<file path="src/rtl/fp_adder_pkg.sv">
// Shared state encoding and default-width constants for the fp_adder_ctrl slice.
// Optional feature macro: FP_ADD_SPECIAL_EN (adds the SPECIAL state for inf/NaN operands).
package fp_adder_pkg;

  localparam int EXP_W  = 8;
  localparam int FRAC_W = 23;

  localparam logic [31:0] QNAN = 32'h7FC0_0000;
  localparam logic [31:0] INF  = 32'h7F80_0000;

  typedef enum logic [2:0] {
    IDLE,
    ALIGN,
    ADD,
    NORM,
    DONE
`ifdef FP_ADD_SPECIAL_EN
    ,
    SPECIAL
`endif
  } fp_state_e;

endpackage

</file>
<file path="src/rtl/fp_adder_ctrl_align.sv">
// fp_align_shift: saturating logarithmic right shifter for the smaller significand.
// Shift amounts of W or more return zero.
module fp_align_shift #(
  parameter int W   = 24,
  parameter int SHW = 8
) (
  input  logic [W-1:0]   data_i,
  input  logic [SHW-1:0] shamt_i,
  output logic [W-1:0]   data_o
);

  localparam int LOG = $clog2(W);

  logic [W-1:0] stage [LOG+1];

  assign stage[0] = data_i;

  genvar gi;
  generate
    for (gi = 0; gi < LOG; gi++) begin : g_stage
      if (gi < SHW) begin : g_used
        assign stage[gi+1] = shamt_i[gi] ? (stage[gi] >> (1 << gi)) : stage[gi];
      end else begin : g_pass
        assign stage[gi+1] = stage[gi];
      end
    end
  endgenerate

  assign data_o = (32'(shamt_i) >= W) ? '0 : stage[LOG];

endmodule

</file>
<file path="src/rtl/fp_adder_ctrl.sv">
// Multi-cycle truncating floating-point adder: IDLE -> ALIGN -> ADD -> NORM -> DONE.
// Optional macro FP_ADD_SPECIAL_EN routes inf/NaN operands through a short SPECIAL path.
module fp_adder_ctrl
  import fp_adder_pkg::*;
#(
  parameter int FP_SIZE   = 1 + EXP_W + FRAC_W,
  parameter int FRAC_SIZE = FRAC_W
) (
  input  logic               clk,
  input  logic               rst_n,
  input  logic               in_valid,
  output logic               in_ready,
  input  logic [FP_SIZE-1:0] num_a,
  input  logic [FP_SIZE-1:0] num_b,
  output logic               out_valid,
  input  logic               out_ready,
  output logic [FP_SIZE-1:0] result,
  output logic               overflow,
  output logic               busy
);

  localparam int EW = FP_SIZE - FRAC_SIZE - 1;
  localparam int SW = FRAC_SIZE + 1;
  localparam logic [EW:0] EXP_MAX = {1'b0, {EW{1'b1}}};
  localparam logic [EW:0] EXP_ONE = {{EW{1'b0}}, 1'b1};

  fp_state_e state_q, state_d;

  logic [FP_SIZE-1:0] a_q, a_d, b_q, b_d;
  logic [FP_SIZE-1:0] result_q, result_d;
  logic               overflow_q, overflow_d;
  logic               sign_q, sign_d, sub_q, sub_d;
  logic [EW:0]        exp_q, exp_d;
  logic [SW-1:0]      sig_a_q, sig_a_d, sig_b_q, sig_b_d;
  logic [SW:0]        sum_q, sum_d;

  logic [EW-1:0] ea, eb, big_exp, small_exp, shamt;
  logic [SW-1:0] sa, sb, big_sig, small_sig, small_shifted;
  logic          a_ge_b, big_sign;
  logic [EW:0]   exp_inc, exp_dec;

  // Zero-exponent operands are flushed to zero: no hidden bit, no fraction.
  assign ea = a_q[FP_SIZE-2:FRAC_SIZE];
  assign eb = b_q[FP_SIZE-2:FRAC_SIZE];
  assign sa = (ea != '0) ? {1'b1, a_q[FRAC_SIZE-1:0]} : '0;
  assign sb = (eb != '0) ? {1'b1, b_q[FRAC_SIZE-1:0]} : '0;

  assign a_ge_b    = {ea, sa} >= {eb, sb};
  assign big_exp   = a_ge_b ? ea : eb;
  assign small_exp = a_ge_b ? eb : ea;
  assign big_sig   = a_ge_b ? sa : sb;
  assign small_sig = a_ge_b ? sb : sa;
  assign big_sign  = a_ge_b ? a_q[FP_SIZE-1] : b_q[FP_SIZE-1];
  assign shamt     = big_exp - small_exp;

  assign exp_inc = exp_q + 1'b1;
  assign exp_dec = exp_q - 1'b1;

  fp_align_shift #(
    .W   (SW),
    .SHW (EW)
  ) u_align_shift (
    .data_i  (small_sig),
    .shamt_i (shamt),
    .data_o  (small_shifted)
  );

  // Returns {overflow, packed}; an unnormalised significand can only survive at exponent 1.
  function automatic logic [FP_SIZE:0] pack(input logic s, input logic [EW:0] e,
                                            input logic [SW-1:0] m);
    logic [FP_SIZE:0] r;
    if (e >= EXP_MAX) begin
      r = {1'b1, s, {EW{1'b1}}, {FRAC_SIZE{1'b0}}};
    end else begin
      r = {1'b0, s, (m[SW-1] ? e[EW-1:0] : {EW{1'b0}}), m[FRAC_SIZE-1:0]};
    end
    return r;
  endfunction

`ifdef FP_ADD_SPECIAL_EN
  localparam logic [FP_SIZE-1:0] QNAN_V = {1'b0, {EW{1'b1}}, 1'b1, {(FRAC_SIZE-1){1'b0}}};

  logic               in_special, a_nan, b_nan, a_inf, b_inf;
  logic [FP_SIZE-1:0] special_res;

  assign in_special = (&num_a[FP_SIZE-2:FRAC_SIZE]) || (&num_b[FP_SIZE-2:FRAC_SIZE]);
  assign a_nan = (&ea) && (a_q[FRAC_SIZE-1:0] != '0);
  assign b_nan = (&eb) && (b_q[FRAC_SIZE-1:0] != '0);
  assign a_inf = (&ea) && (a_q[FRAC_SIZE-1:0] == '0);
  assign b_inf = (&eb) && (b_q[FRAC_SIZE-1:0] == '0);
  assign special_res = (a_nan || b_nan || (a_inf && b_inf && (a_q[FP_SIZE-1] != b_q[FP_SIZE-1])))
                     ? QNAN_V : (a_inf ? a_q : b_q);
`endif

  always_comb begin
    state_d    = state_q;
    a_d        = a_q;
    b_d        = b_q;
    sign_d     = sign_q;
    sub_d      = sub_q;
    exp_d      = exp_q;
    sig_a_d    = sig_a_q;
    sig_b_d    = sig_b_q;
    sum_d      = sum_q;
    result_d   = result_q;
    overflow_d = overflow_q;
    case (state_q)
      IDLE: begin
        if (in_valid) begin
          a_d     = num_a;
          b_d     = num_b;
          state_d = ALIGN;
`ifdef FP_ADD_SPECIAL_EN
          if (in_special) state_d = SPECIAL;
`endif
        end
      end
      ALIGN: begin
        sign_d  = big_sign;
        sub_d   = a_q[FP_SIZE-1] ^ b_q[FP_SIZE-1];
        exp_d   = {1'b0, big_exp};
        sig_a_d = big_sig;
        sig_b_d = small_shifted;
        state_d = ADD;
      end
      ADD: begin
        sum_d   = sub_q ? ({1'b0, sig_a_q} - {1'b0, sig_b_q})
                        : ({1'b0, sig_a_q} + {1'b0, sig_b_q});
        state_d = NORM;
      end
      NORM: begin
        state_d = DONE;
        if (sum_q == '0) begin
          result_d   = '0;
          overflow_d = 1'b0;
        end else if (sum_q[SW]) begin
          sum_d                  = sum_q >> 1;
          exp_d                  = exp_inc;
          {overflow_d, result_d} = pack(sign_q, exp_inc, sum_q[SW:1]);
        end else if (sum_q[SW-1] || (exp_q == EXP_ONE)) begin
          {overflow_d, result_d} = pack(sign_q, exp_q, sum_q[SW-1:0]);
        end else begin
          sum_d   = sum_q << 1;
          exp_d   = exp_dec;
          state_d = NORM;
        end
      end
      DONE: begin
        if (out_ready) state_d = IDLE;
      end
`ifdef FP_ADD_SPECIAL_EN
      SPECIAL: begin
        result_d   = special_res;
        overflow_d = 1'b0;
        state_d    = DONE;
      end
`endif
      default: state_d = IDLE;
    endcase
  end

  always_ff @(posedge clk or negedge rst_n) begin
    if (!rst_n) begin
      state_q    <= IDLE;
      a_q        <= '0;
      b_q        <= '0;
      sign_q     <= 1'b0;
      sub_q      <= 1'b0;
      exp_q      <= '0;
      sig_a_q    <= '0;
      sig_b_q    <= '0;
      sum_q      <= '0;
      result_q   <= '0;
      overflow_q <= 1'b0;
    end else begin
      state_q    <= state_d;
      a_q        <= a_d;
      b_q        <= b_d;
      sign_q     <= sign_d;
      sub_q      <= sub_d;
      exp_q      <= exp_d;
      sig_a_q    <= sig_a_d;
      sig_b_q    <= sig_b_d;
      sum_q      <= sum_d;
      result_q   <= result_d;
      overflow_q <= overflow_d;
    end
  end

  assign in_ready  = (state_q == IDLE);
  assign busy      = (state_q != IDLE);
  assign out_valid = (state_q == DONE);
  assign result    = result_q;
  assign overflow  = overflow_q;

endmodule

</file>
<file path="config.mk">
export PLATFORM = sky130hd
export DESIGN_NAME = fp_adder_ctrl
export DESIGN_NICKNAME = d
export VERILOG_FILES = /design/src/rtl/fp_adder_pkg.sv /design/src/rtl/fp_adder_ctrl_align.sv /design/src/rtl/fp_adder_ctrl.sv
export SDC_FILE = /design/constraint.sdc
export NUM_CORES = 1
export LEC_CHECK = 0
export ABC_AREA = 1
export ABC_CLOCK_PERIOD_IN_PS = 3850
export BUFFER_PORTS_ARGS = -buffer_cell sky130_fd_sc_hd__buf_2
export CORE_AREA = 3 3 185 187
export CTS_BUF_LIST = sky130_fd_sc_hd__clkbuf_16
export CTS_CLUSTER_SIZE = 10
export DETAILED_ROUTE_END_ITERATION = 8
export DIE_AREA = 0 0 188 190
export PLACE_DENSITY = 0.62
export SYNTH_ARGS = -nofsm -noshare
export SYNTH_HDL_FRONTEND = slang
export SYNTH_HIERARCHICAL = 1
export SYNTH_SLANG_ARGS = --single-unit
export TNS_END_PERCENT = 100
</file>
<file path="constraint.sdc">
create_clock -name clk -period 3.85 [get_ports clk]
set_input_delay 0.5775 -clock clk [delete_from_list [all_inputs] [get_ports clk]]
set_output_delay 0.5775 -clock clk [all_outputs]
set_load 0.02 [all_outputs]
</file>
==> metrics list, run 1 <==
* Result of the run: complete, but fails checks
* Violations in the final reports: negative setup slack
- The floorplan step defined a core boundary enclosing about 0.033 mm^2.
* Total overflow reported by the global router: 0
- Total CTS buffers: 17
- The floorplan has 66 rows.
- The number of max-slew violations in the final report is 0.
* Cell family with the largest share of critical-path delay: simple AND/OR/NAND/NOR gates
- Max-cap violations in this run came to 0.
- The min-delay analysis places its worst path in the category input pin to async pin.
* Critical Path Source Type: register
- Syn nets: 1,898
* Root Buffer: sky130_fd_sc_hd__clkbuf_16
* Average cell area after synthesis: around 7.4 um^2
- Simple-gate area share of the yosys netlist: roughly a quarter
- Count of buffer and inverter cells on the critical path: 8
* Stages on worst setup path: 29
- The initial antenna violation count was 0.
* H-tree levels: 4
* Longest individual stage delay on the worst path: ~0.4 ns
- Async set-reset flop share out of synthesis: 100%
- Of all cell types, the one taking the most synthesized area is sky130_fd_sc_hd__dfrtp_1.
- Skew-Pair Late Insertion Delay: around 0.44 ns
- Initial Util: about two fifths
- Clock tree synthesis found a total of roughly 180 sinks.
- Share of the synthesized area in the top cell type: between 30% and 40%
- Max-slew headroom at the worst pin: 40.1%
- The via count of the first global-routing pass was roughly 12,000.
- In this run the worst path has a maximum fanout of 8.
* Maximum buffer depth of the clock tree: 2
- Detailed Place HPWL: 29,600 um
* Die span in y: 190 um
- For this run, the number of Yosys warnings is 6.
- Worst Path Required: about 4.1 ns
- Sequential elements use 35.4% of the synthesized area.
* Final setup violation count: 22
- Pre-antenna DRT Iters: 5
- The die covers ~0.036 mm^2.
- The slowest stage of the critical path is the sky130_fd_sc_hd__dfrtp_1 cell.
- Of the total synthesized cell area, the portion taken by full adders, half adders and majority gates is 6.12%.
* Syn Std Cell Area: 0.0130 mm^2
- The worst setup path is captured at a register.
* Weighted congestion at the end of routability-driven global placement: about 0.96
- Post-synthesis compound-gate area fraction: 20.2%
- Synthesis instantiated 50 different standard cells from the library.
- Count of endpoints failing hold in the final timing report: 0
- The first routing iteration left approximately 950 violations.
* ANT cells: 0
- Dividing the detail-routed via count by the number of cells gives ~5.2.
* Proportion of layout cells with a drive suffix above 1: approximately 26%
* Minimum clock period after layout: slightly below 4 ns
- After synthesis the netlist holds a flip-flop and latch count of about 180.
- In the synthesized netlist the dominant register cell turns out to be sky130_fd_sc_hd__dfrtp_1.
- RSZ-0062 raised after global routing: yes
- For the final database, setup skew stands at 0.0149 ns.
- For this run, the post-layout net count is about 2,100.
* Via count of the routed design: 12,800
- Xor-xnor portion of the synthesized cell area: around 2.8%
- TritonCTS built the clock tree.
* Port Buf Inserts: 103
- The critical path in this run is classified as register to register.
* Register-to-Register Path Depth: 29
* Global routing usage summed across all routing layers: a little over a fifth
- Once detail routing completed, the nets flagged for antenna violations numbered 0.
- Share of the clock period used by the worst path after layout: 103%
- At the pin with the least slew margin, the transition time is 0.899 ns.
- Once routing completed, OpenROAD measured the worst setup slack at -0.103 ns.
* Count of mapped cells out of synthesis: 1,767
- Peak Freq: ~250 MHz
- Count of flip-flops with a built-in enable after synthesis: 0
* Wire length of the first global-routing pass: between 60,000 and 70,000 um
- Largest net degree at the start of global routing: 89
- Worst Hold Slack: between 0.15 and 0.2 ns
- Die Span X: between 150 and 200 um
- Synthesis-to-layout area growth: 26.4%
* Number of primary I/O pins: 104
- Arrival time of data at the critical path endpoint: 4.25 ns
- Total wirelength of the detailed-routed design: roughly 39,000 um
- For this run, design rule violations remaining after detail routing come to 0.
- Ranked by total cell area, the synthesized netlist is headed by sky130_fd_sc_hd__dfrtp_1, sky130_fd_sc_hd__nand2_1, sky130_fd_sc_hd__ha_1.
- Average wire length per cell after detail routing: between 15 and 20 um
- Measured against the total synthesized area, the mux share comes to 2.42%.
- Clk pin slew, worst setup/hold paths: roughly 0.070 ns
- Dominant combinational cell family by area after synthesis: simple AND/OR/NAND/NOR gates
-- final cells by class --
class	count	area, um^2
Multi-Input combinational cell	1316	7900
Clock inverter	14	174
Timing Repair Buffer	283	2070
Inverter	184	703
Clock buffer	17	425
Sequential cell	184	4600
Fill cell	3179	16200
Tap cell	442	553
-- metal layers --
| layer | wire length (um) | part of all wire, % | up-vias | global-route usage (%) |
|---|---|---|---|---|
| met1 | 18500 | 47 | 5967 | 30.1 |
| met5 | 0 | 0 | - | 0 |
| met3 | 1450 | 3.7 | 53 | 2.76 |
| met2 | 18200 | 47 | 302 | 34.7 |
| met4 | 865 | 2.2 | 0 | 6.38 |
| li1 | - | - | 6444 | - |
-- state kept, by name (all words and copies together) (netlist names), 3 cells and up --
| signal | flops |
|---|---|
| state_q | 3 |
| sum_q | 25 |
| result | 32 |
| sig_b_q | 24 |
| b_q | 32 |
| exp_q | 9 |
| sig_a_q | 24 |
| a_q | 32 |
-- repair_timing --
action	4_1_cts	5_1_grt
setup buffers	6	16
gates cloned	1	3
pin swaps	6	66
gates resized for setup	38	176
hold buffers	0	0
setup endpoints to repair	24	51
-- worst register-to-register path, delay by kind of cell (launching register included) --
| family | cells | cell delay [ns] |
|---|---|---|
| buf+inv | 8 | 0.83 |
| flops | 1 | 0.39 |
| fa+ha+maj | 1 | 0.28 |
| compound gates | 2 | 0.27 |
| simple gates | 17 | 1.85 |
| xor+xnor | 1 | 0.17 |
-- through the flow --
stage,worst slack (ns),instances,area (um^2),setup TNS (ns),utilization (%)
detailed placement,-0.311,2387,14900,-5.38,45.7
global placement,-0.194,2387,14900,-3.23,45.7
global route,-0.355,2440,16400,-7.58,50.4
floorplan,0.0188,1767,13000,0,-
finish,-0.103,2440,16400,-1.05,50.4
CTS,-0.0772,2425,15700,-0.756,48.2
-- path summary, 6_finish.rpt --
check                            from          end  slack, ns
max                           a_q[27]  sig_b_q[20]      -0.10
min                             rst_n   result[18]       0.15
max reg2reg                   a_q[27]  sig_b_q[20]      -0.10
min reg2reg                result[30]   result[30]       0.48
max in group asynchronous       rst_n      a_q[11]       2.86
min in group clk             num_b[3]       b_q[3]       0.36
-- cell usage in the layout (no fill, tap or decap), drive strengths merged, types with 3 or more instances in the layout --
master  netlist  layout
a21oi       151     151
a22o          3       3
a211oi        8       8
o31ai        25      25
nand2       404     404
o21a         30      30
bufinv        0       3
nor2        153     153
nor4          5       5
o211ai        9       9
o32ai         6       6
clkbuf       45      20
xnor2         7       7
a21o          6       6
a22oi        17      17
o221ai       24      24
o21bai        3       3
nor3         43      43
o22ai        14      14
mux2         27      27
inv         183     186
a31oi         5       5
xor2         34      34
clkinv        1       8
nand3       134     134
dfrtp       184     184
nand4        15      15
buf          38     280
ha           62      62
o21ai       119     119
-- logic make-up after synthesis --
group                      count (synthesis)
adders and majority gates                 63
xor gates and xnor gates                  41
buffers and inverters                    267
muxes                                     28
AOI/OAI and AO/OA                        423
and+or+nand+nor                          761
DFF                                      184
-- cells in the mapped netlist, types with 19 or more instances --
master	count
sky130_fd_sc_hd__buf_2	23
sky130_fd_sc_hd__nor2_1	151
sky130_fd_sc_hd__xor2_1	34
sky130_fd_sc_hd__nand3_1	134
sky130_fd_sc_hd__inv_1	171
sky130_fd_sc_hd__o21ai_0	116
sky130_fd_sc_hd__o21a_1	30
sky130_fd_sc_hd__o31ai_2	19
sky130_fd_sc_hd__clkbuf_1	45
sky130_fd_sc_hd__mux2_2	27
sky130_fd_sc_hd__a21oi_1	149
sky130_fd_sc_hd__o221ai_1	24
sky130_fd_sc_hd__ha_1	62
sky130_fd_sc_hd__dfrtp_1	184
sky130_fd_sc_hd__nor3_1	41
sky130_fd_sc_hd__nand2_1	398
Power of run 1 is not shown: default switching activity piles up to over one toggle a cycle in this logic, so the estimate is an artifact.
==> run 2: changes to the inputs <==
--- a/config.mk
+++ b/config.mk
@@ -14,6 +14,7 @@
 export DETAILED_ROUTE_END_ITERATION = 8
 export DIE_AREA = 0 0 188 190
 export PLACE_DENSITY = 0.62
+export SETUP_SLACK_MARGIN = 0.1
 export SYNTH_ARGS = -nofsm -noshare
 export SYNTH_HDL_FRONTEND = slang
 export SYNTH_HIERARCHICAL = 1
==> run 2 against run 1 <==
  * The run still ends with negative setup slack left
  * Highest routed layer unchanged
  * Critical path type unchanged
  * Cell area up 1.1%
  * Maximum frequency up 2.5%
  * Core utilization is 0.53 points higher
  * Final cell count is 0.29% lower
  * Non-clock buffer count is 8 lower
  * Die area did not move
  * Register-to-register slack gained 0.098 ns
  * Largest cell class unchanged
  * Clock skew is 0.0022 ns lower
==> metrics list, run 2 (synthesized netlist as in run 1, its figures left out) <==
* Minimum clock period after layout: 3.85 ns
* Post-Route Utilization: between 50% and 60%
- Die Span X: 188 um
* Top library cells by usage in the layout, fill and taps aside: sky130_fd_sc_hd__nand2_1, sky130_fd_sc_hd__dfrtp_1, sky130_fd_sc_hd__inv_1, sky130_fd_sc_hd__buf_4, sky130_fd_sc_hd__a21oi_1
- The initial utilization of the core area, before any placement, comes to between 30% and 40%.
- Relative to the synthesized area, the layout overhead comes to 27.8%.
* Share of the clock period used by the worst path after layout: 100%
- Timing analysis after detailed placement gives a worst setup slack of -0.246 ns.
* Net total in the final layout: roughly 2,100
* Global routing usage summed across all routing layers: 22.1%
- Max-slew headroom at the worst pin: 31.7%
- Root Buffer: sky130_fd_sc_hd__clkbuf_16
* Number of global-route vias before repair: ~12,000
* Maximum fanout along the worst path: 8
- The total area inside the core boundary comes to approximately 0.033 mm^2.
* DR vias/cell: roughly 5.3
- Path category of the worst min-delay check: input pin to async pin
- ANT cells: 0
* Worst path setup slack after routing: -0.00491 ns
- Number of violations reported at the end of detailed-routing iteration 0: about 880
- Via count of the routed design: approximately 13,000
* Final worst clock skew: approximately 0.013 ns
- On the worst path, the slowest cell contributes a delay of 0.39 ns.
- Antenna violations before repair: 0
- The number of hold buffers added after CTS was 0.
- RSZ-0062 raised after global routing: yes
* Violations in the final reports: negative setup slack
* Pre-antenna DRT Iters: 5
* MaxCap Viol Count: 0
- Die span in y: 190 um
- Result of the run: complete, but fails checks
- For this run the aggregate overflow at the end of global routing stands at 0.
* Average wire length per cell after detail routing: around 17 um
- Number of primary I/O pins: ~100
- Row count: 66
- Of the cells placed in the final design, the portion with a size suffix greater than 1 is 28.0%.
- STA classifies the critical path endpoint as a register.
- Setup total negative slack on the finished layout was measured at -0.00855 ns.
* Slew at the pin closest to its max-slew limit: 1.02 ns
* H-tree levels: 4
- Setup violations remaining at the end of the flow were counted as 2.
- The number of hold violations in the final report came to 0.
- Maximum buffer depth of the clock tree: 2
- Arrival time of data at the critical path endpoint: roughly 4.2 ns
- Critical Path Source Type: register
* Worst Path Required: about 4.2 ns
* Skew-Pair Late Insertion Delay: 0.45 ns
- Critical path's most frequent cell: sky130_fd_sc_hd__nand2_1
* Start-to-end type of the worst setup path: register to register
- Die Area: roughly 0.036 mm^2
- TritonCTS clock tree: done
- For flop-to-flop paths, the worst setup slack is -0.005 ns.
- The first global-routing pass estimated approximately 64,000 um of wire.
- The slowest stage of the critical path is the sky130_fd_sc_hd__dfrtp_1 cell.
* Total wirelength of the detailed-routed design: just over 40,000 um
- Entering global routing, the biggest net connects 120 pins.
- Routability-driven placement finished with a final weighted congestion of slightly above 0.9.
* Detailed Place HPWL: between 30,000 and 40,000 um
- Most frequent standard cell in the layout excluding fill and tap cells: sky130_fd_sc_hd__nand2_1
- Number of clock sinks: ~180
- In this run the remaining antenna-violating nets after routing total 0.
- During placement, the flow inserted port buffers numbering between 100 and 150.
- Timing would allow up to 259 MHz.
* Total CTS buffers: 17
- Final Slew Violations: 0
* DRC violations left: 0
- Clk pin slew, worst setup/hold paths: 0.07 ns
[run 2: metrics by stage]
stage	area (um^2)	hold slack, ns	cells
floorplan	13000	0.282	1767
global placement	14900	0.459	2380
detailed placement	14900	0.467	2380
CTS	15700	0.330	2418
global route	16600	0.336	2433
finish	16600	0.257	2433
[run 2: path summary, 6_finish.rpt]
kind,startpoint,to,depth (start not counted)
min in group clk,num_b[16],b_q[16],2
max in group asynchronous,rst_n,a_q[7],2
max,a_q[27],sig_b_q[19],32
min reg2reg,result[30],result[30],2
max reg2reg,a_q[27],sig_b_q[19],32
min,rst_n,result[20],1
[run 2: layout make-up]
type,count,area [um^2]
Inverter,184,701
Clock inverter,15,109
Fill cell,3147,16000
Sequential cell,184,4600
Timing Repair Buffer,275,2030
Multi-Input combinational cell,1316,8180
Clock buffer,17,425
Tap cell,442,553
[run 2: critical path: cells and delay by family (launching register included)]
kind | cells | cell delay (ns)
AO/OA/AOI/OAI | 2 | 0.27
XOR/XNOR | 1 | 0.17
adder cells (fa/ha/maj) | 1 | 0.27
buffers and inverters | 7 | 0.78
flip-flops | 1 | 0.39
AND/OR/NAND/NOR | 21 | 1.85
[run 2: timing repair]
item,4_1_cts,5_1_grt
pin swaps,14,102
buffers inserted,5,15
resized for setup,56,213
setup endpoints to repair,25,34
gates cloned,1,3
[run 2: per-layer routing]
layer / routed length (um) / vias to the layer above / track usage, %
met5: 0 / - / 0
met4: 815 / 0 / 6.00
met3: 1560 / 46 / 2.67
met2: 19400 / 323 / 36.5
met1: 18600 / 6170 / 30.6
li1: - / 6412 / -
Power of run 2 is left out for the same reason.
==> run 3: changes to the inputs <==
--- a/config.mk
+++ b/config.mk
@@ -8,12 +8,12 @@
 export ABC_AREA = 1
 export ABC_CLOCK_PERIOD_IN_PS = 3850
 export BUFFER_PORTS_ARGS = -buffer_cell sky130_fd_sc_hd__buf_2
-export CORE_AREA = 3 3 185 187
+export CORE_AREA = 3 3 232 234
 export CTS_BUF_LIST = sky130_fd_sc_hd__clkbuf_16
 export CTS_CLUSTER_SIZE = 10
 export DETAILED_ROUTE_END_ITERATION = 8
-export DIE_AREA = 0 0 188 190
-export PLACE_DENSITY = 0.62
+export DIE_AREA = 0 0 235 237
+export PLACE_DENSITY = 0.44
 export SETUP_SLACK_MARGIN = 0.1
 export SYNTH_ARGS = -nofsm -noshare
 export SYNTH_HDL_FRONTEND = slang
==> run 3 against run 2 <==
  * The flow still finishes with violations (negative setup slack)
  * Critical path depth fell by 4
  * Count of clock-buffer cells in the layout did not move
  * Maximum frequency fell by 5.8%
  * Clock skew is 0.0015 ns lower
==> metrics list, run 3 (synthesized netlist as in run 1, its figures left out) <==
- Total wirelength of the detailed-routed design: 43,800 um
- Counting along the longest clock path gives a buffer depth of 2.
* Net total in the final layout: 2,162
* Root Buffer: sky130_fd_sc_hd__clkbuf_16
- Minimum clock period after layout: 4.09 ns
* Number of global-route vias before repair: 12,800
- Slew at the pin closest to its max-slew limit: roughly 1.0 ns
- Detail Route met3 WL: around 1500 um
* Share of the clock period used by the worst path after layout: 106%
* CORE AREA: around 0.052 mm^2
* H-tree levels: 4
* Total of hold buffers inserted after clock tree synthesis: 0
- Antenna violations before repair: 0
* Final setup violation count: 24
- Number of clock sinks: between 150 and 200
- For this design, the slowest cell found on the critical path is sky130_fd_sc_hd__dfrtp_1.
- Path category of the worst min-delay check: input pin to async pin
- Across all hold checks on the routed design, the worst slack comes to slightly below 0.2 ns.
* Wire length of the first global-routing pass: between 60,000 and 70,000 um
* Top layer reached by signal wires: met4
* Pre-antenna DRT Iters: 5
* Proportion of layout cells with a drive suffix above 1: a little over 30%
- The cell that appears most often on the critical path is sky130_fd_sc_hd__nand2_1.
- The kind of cell with the highest combined delay along the critical path is simple AND/OR/NAND/NOR gates.
- Average wire length per cell after detail routing: approximately 16 um
- The tool flagged a number of max-cap violations equal to 0.
* Result of the run: complete, but fails checks
* Weighted congestion at the end of routability-driven global placement: between 0.8 and 0.9
- Final Slew Violations: 0
* Fillcell total: 5,555
* Fin area: 0.0176 mm^2
- The number of buffers and inverters on the critical path is 7.
- For this run, the total global-route usage over all layers was measured as between 10% and 20%.
- Entering global routing, the biggest net connects 96 pins.
- Longest individual stage delay on the worst path: 0.41 ns
* Skew-Pair Late Insertion Delay: 0.46 ns
* Worst Path Required: ~4.2 ns
- Count of endpoints failing hold in the final timing report: 0
- Critical Path Source Type: register
- Die Span X: ~240 um
* Total overflow reported by the global router: 0
* Detailed Place HPWL: 33,300 um
- Die Area: about 0.056 mm^2
- Violations in the final reports: negative setup slack
- After clock tree synthesis, the clock-pin slew on the worst setup and hold paths is around 0.07 ns.
- Start-to-end type of the worst setup path: register to register
- Die span in y: approximately 240 um
- The final route contains 13,000 vias.
- On the final layout, the worst clock skew is 0.0112 ns.
* Worst path setup slack after routing: -0.241 ns
- TritonCTS clock tree: done
- Number of primary I/O pins: ~100
- Using the TritonRoute via totals, the vias-per-cell ratio works out to between 4 and 5.
- Row count: 84
- Once placement finished, the instance area stood at 0.0156 mm^2.
* Peak Freq: ~240 MHz
* Total negative slack for setup checks: -4.42 ns
- Wire segments on met2 add up to between 20,000 and 25,000 um in the final route.
* Initial Util: between 20% and 30%
- 0 antenna diodes ended up in the layout.
* Port Buf Inserts: between 100 and 150
- The number of clock buffers added by TritonCTS is 17.
- The worst pin sits at a relative slew slack of about 33%.
- The detailed router finished its first iteration with ~650 violations.
- Wire length the detailed router placed on met1: between 20,000 and 25,000 um
- Most frequent standard cell in the layout excluding fill and tap cells: sky130_fd_sc_hd__nand2_1
* DRC violations left: 0
* RSZ-0062 raised after global routing: yes
- Of all nets on the critical path, the largest fanout is 17.
- Top library cells by usage in the layout, fill and taps aside: sky130_fd_sc_hd__nand2_1, sky130_fd_sc_hd__buf_4, sky130_fd_sc_hd__dfrtp_1, sky130_fd_sc_hd__inv_1, sky130_fd_sc_hd__a21oi_1
- Arrival time of data at the critical path endpoint: about 4.4 ns
* Synthesis-to-layout area growth: 35.1%
- Prior to clock tree synthesis, the placed netlist has a worst setup slack of -0.488 ns.
* Element type at the critical path end: register
* Post-route ant nets: 0
run 3: cell types whose count changed in the layout (fill, tap and decap cells not counted), moves of 4 or more:
cell | before | now
sky130_fd_sc_hd__buf_4 | 150 | 189
sky130_fd_sc_hd__buf_6 | 8 | 18
sky130_fd_sc_hd__a21oi_2 | 18 | 13
sky130_fd_sc_hd__ha_4 | 13 | 8
sky130_fd_sc_hd__nand2_4 | 8 | 13
sky130_fd_sc_hd__nor2_1 | 121 | 126
sky130_fd_sc_hd__nor2_4 | 14 | 9
sky130_fd_sc_hd__a21oi_4 | 1 | 5
sky130_fd_sc_hd__clkinv_1 | 6 | 2
sky130_fd_sc_hd__ha_1 | 47 | 51
sky130_fd_sc_hd__nand3_1 | 107 | 103
run 3: final cells by class:
type | count | area [um^2] | area share, %
repair buffers | 328 | 2530 | 14.4
inverters | 184 | 709 | 4.04
flip-flops and latches | 184 | 4600 | 26.2
clock buffers | 17 | 425 | 2.42
clock inverters | 15 | 185 | 1.05
well taps | 688 | 861 | 4.90
multi-input cells | 1316 | 8240 | 46.9
run 3: metal layers:
metal,vias up,track usage [%]
li1,6523,-
met1,6169,21.8
met2,218,25.1
met3,42,2.45
met4,0,3.49
met5,-,0
run 3: repair_timing:
action / CTS / global route
gates cloned: 5 / 3
buffers inserted: 12 / 14
setup endpoints to repair: 29 / 58
gates resized for setup: 109 / 188
pin swaps: 44 / 75
run 3: per-stage QoR:
step / utilization [%] / instances
floorplan: - / 1767
global placement: 29.8 / 2670
detailed placement: 29.8 / 2670
CTS: 32.1 / 2717
global route: 33.6 / 2732
finish: 33.6 / 2732
run 3: worst register-to-register path: cells and delay by family (launching register included):
kind | cells | cell delay (ns)
buffers and inverters | 7 | 0.96
AOI/OAI and AO/OA | 2 | 0.14
adders and majority gates | 1 | 0.30
and+or+nand+nor | 18 | 2.14
DFF | 1 | 0.41
run 3: final timing paths:
check / startpoint / to / slack (ns) / cells after the start
setup reg to reg: a_q[24] / sig_b_q[1] / -0.24 / 28
hold reg to reg: result[25] / result[25] / 0.48 / 2
max in group asynchronous: rst_n / a_q[2] / 2.66 / 2
min in group clk: num_b[8] / b_q[8] / 0.34 / 2
setup / recovery: a_q[24] / sig_b_q[1] / -0.24 / 28
hold / removal: rst_n / result[30] / 0.20 / 1
Power of run 3 is left out for the same reason.
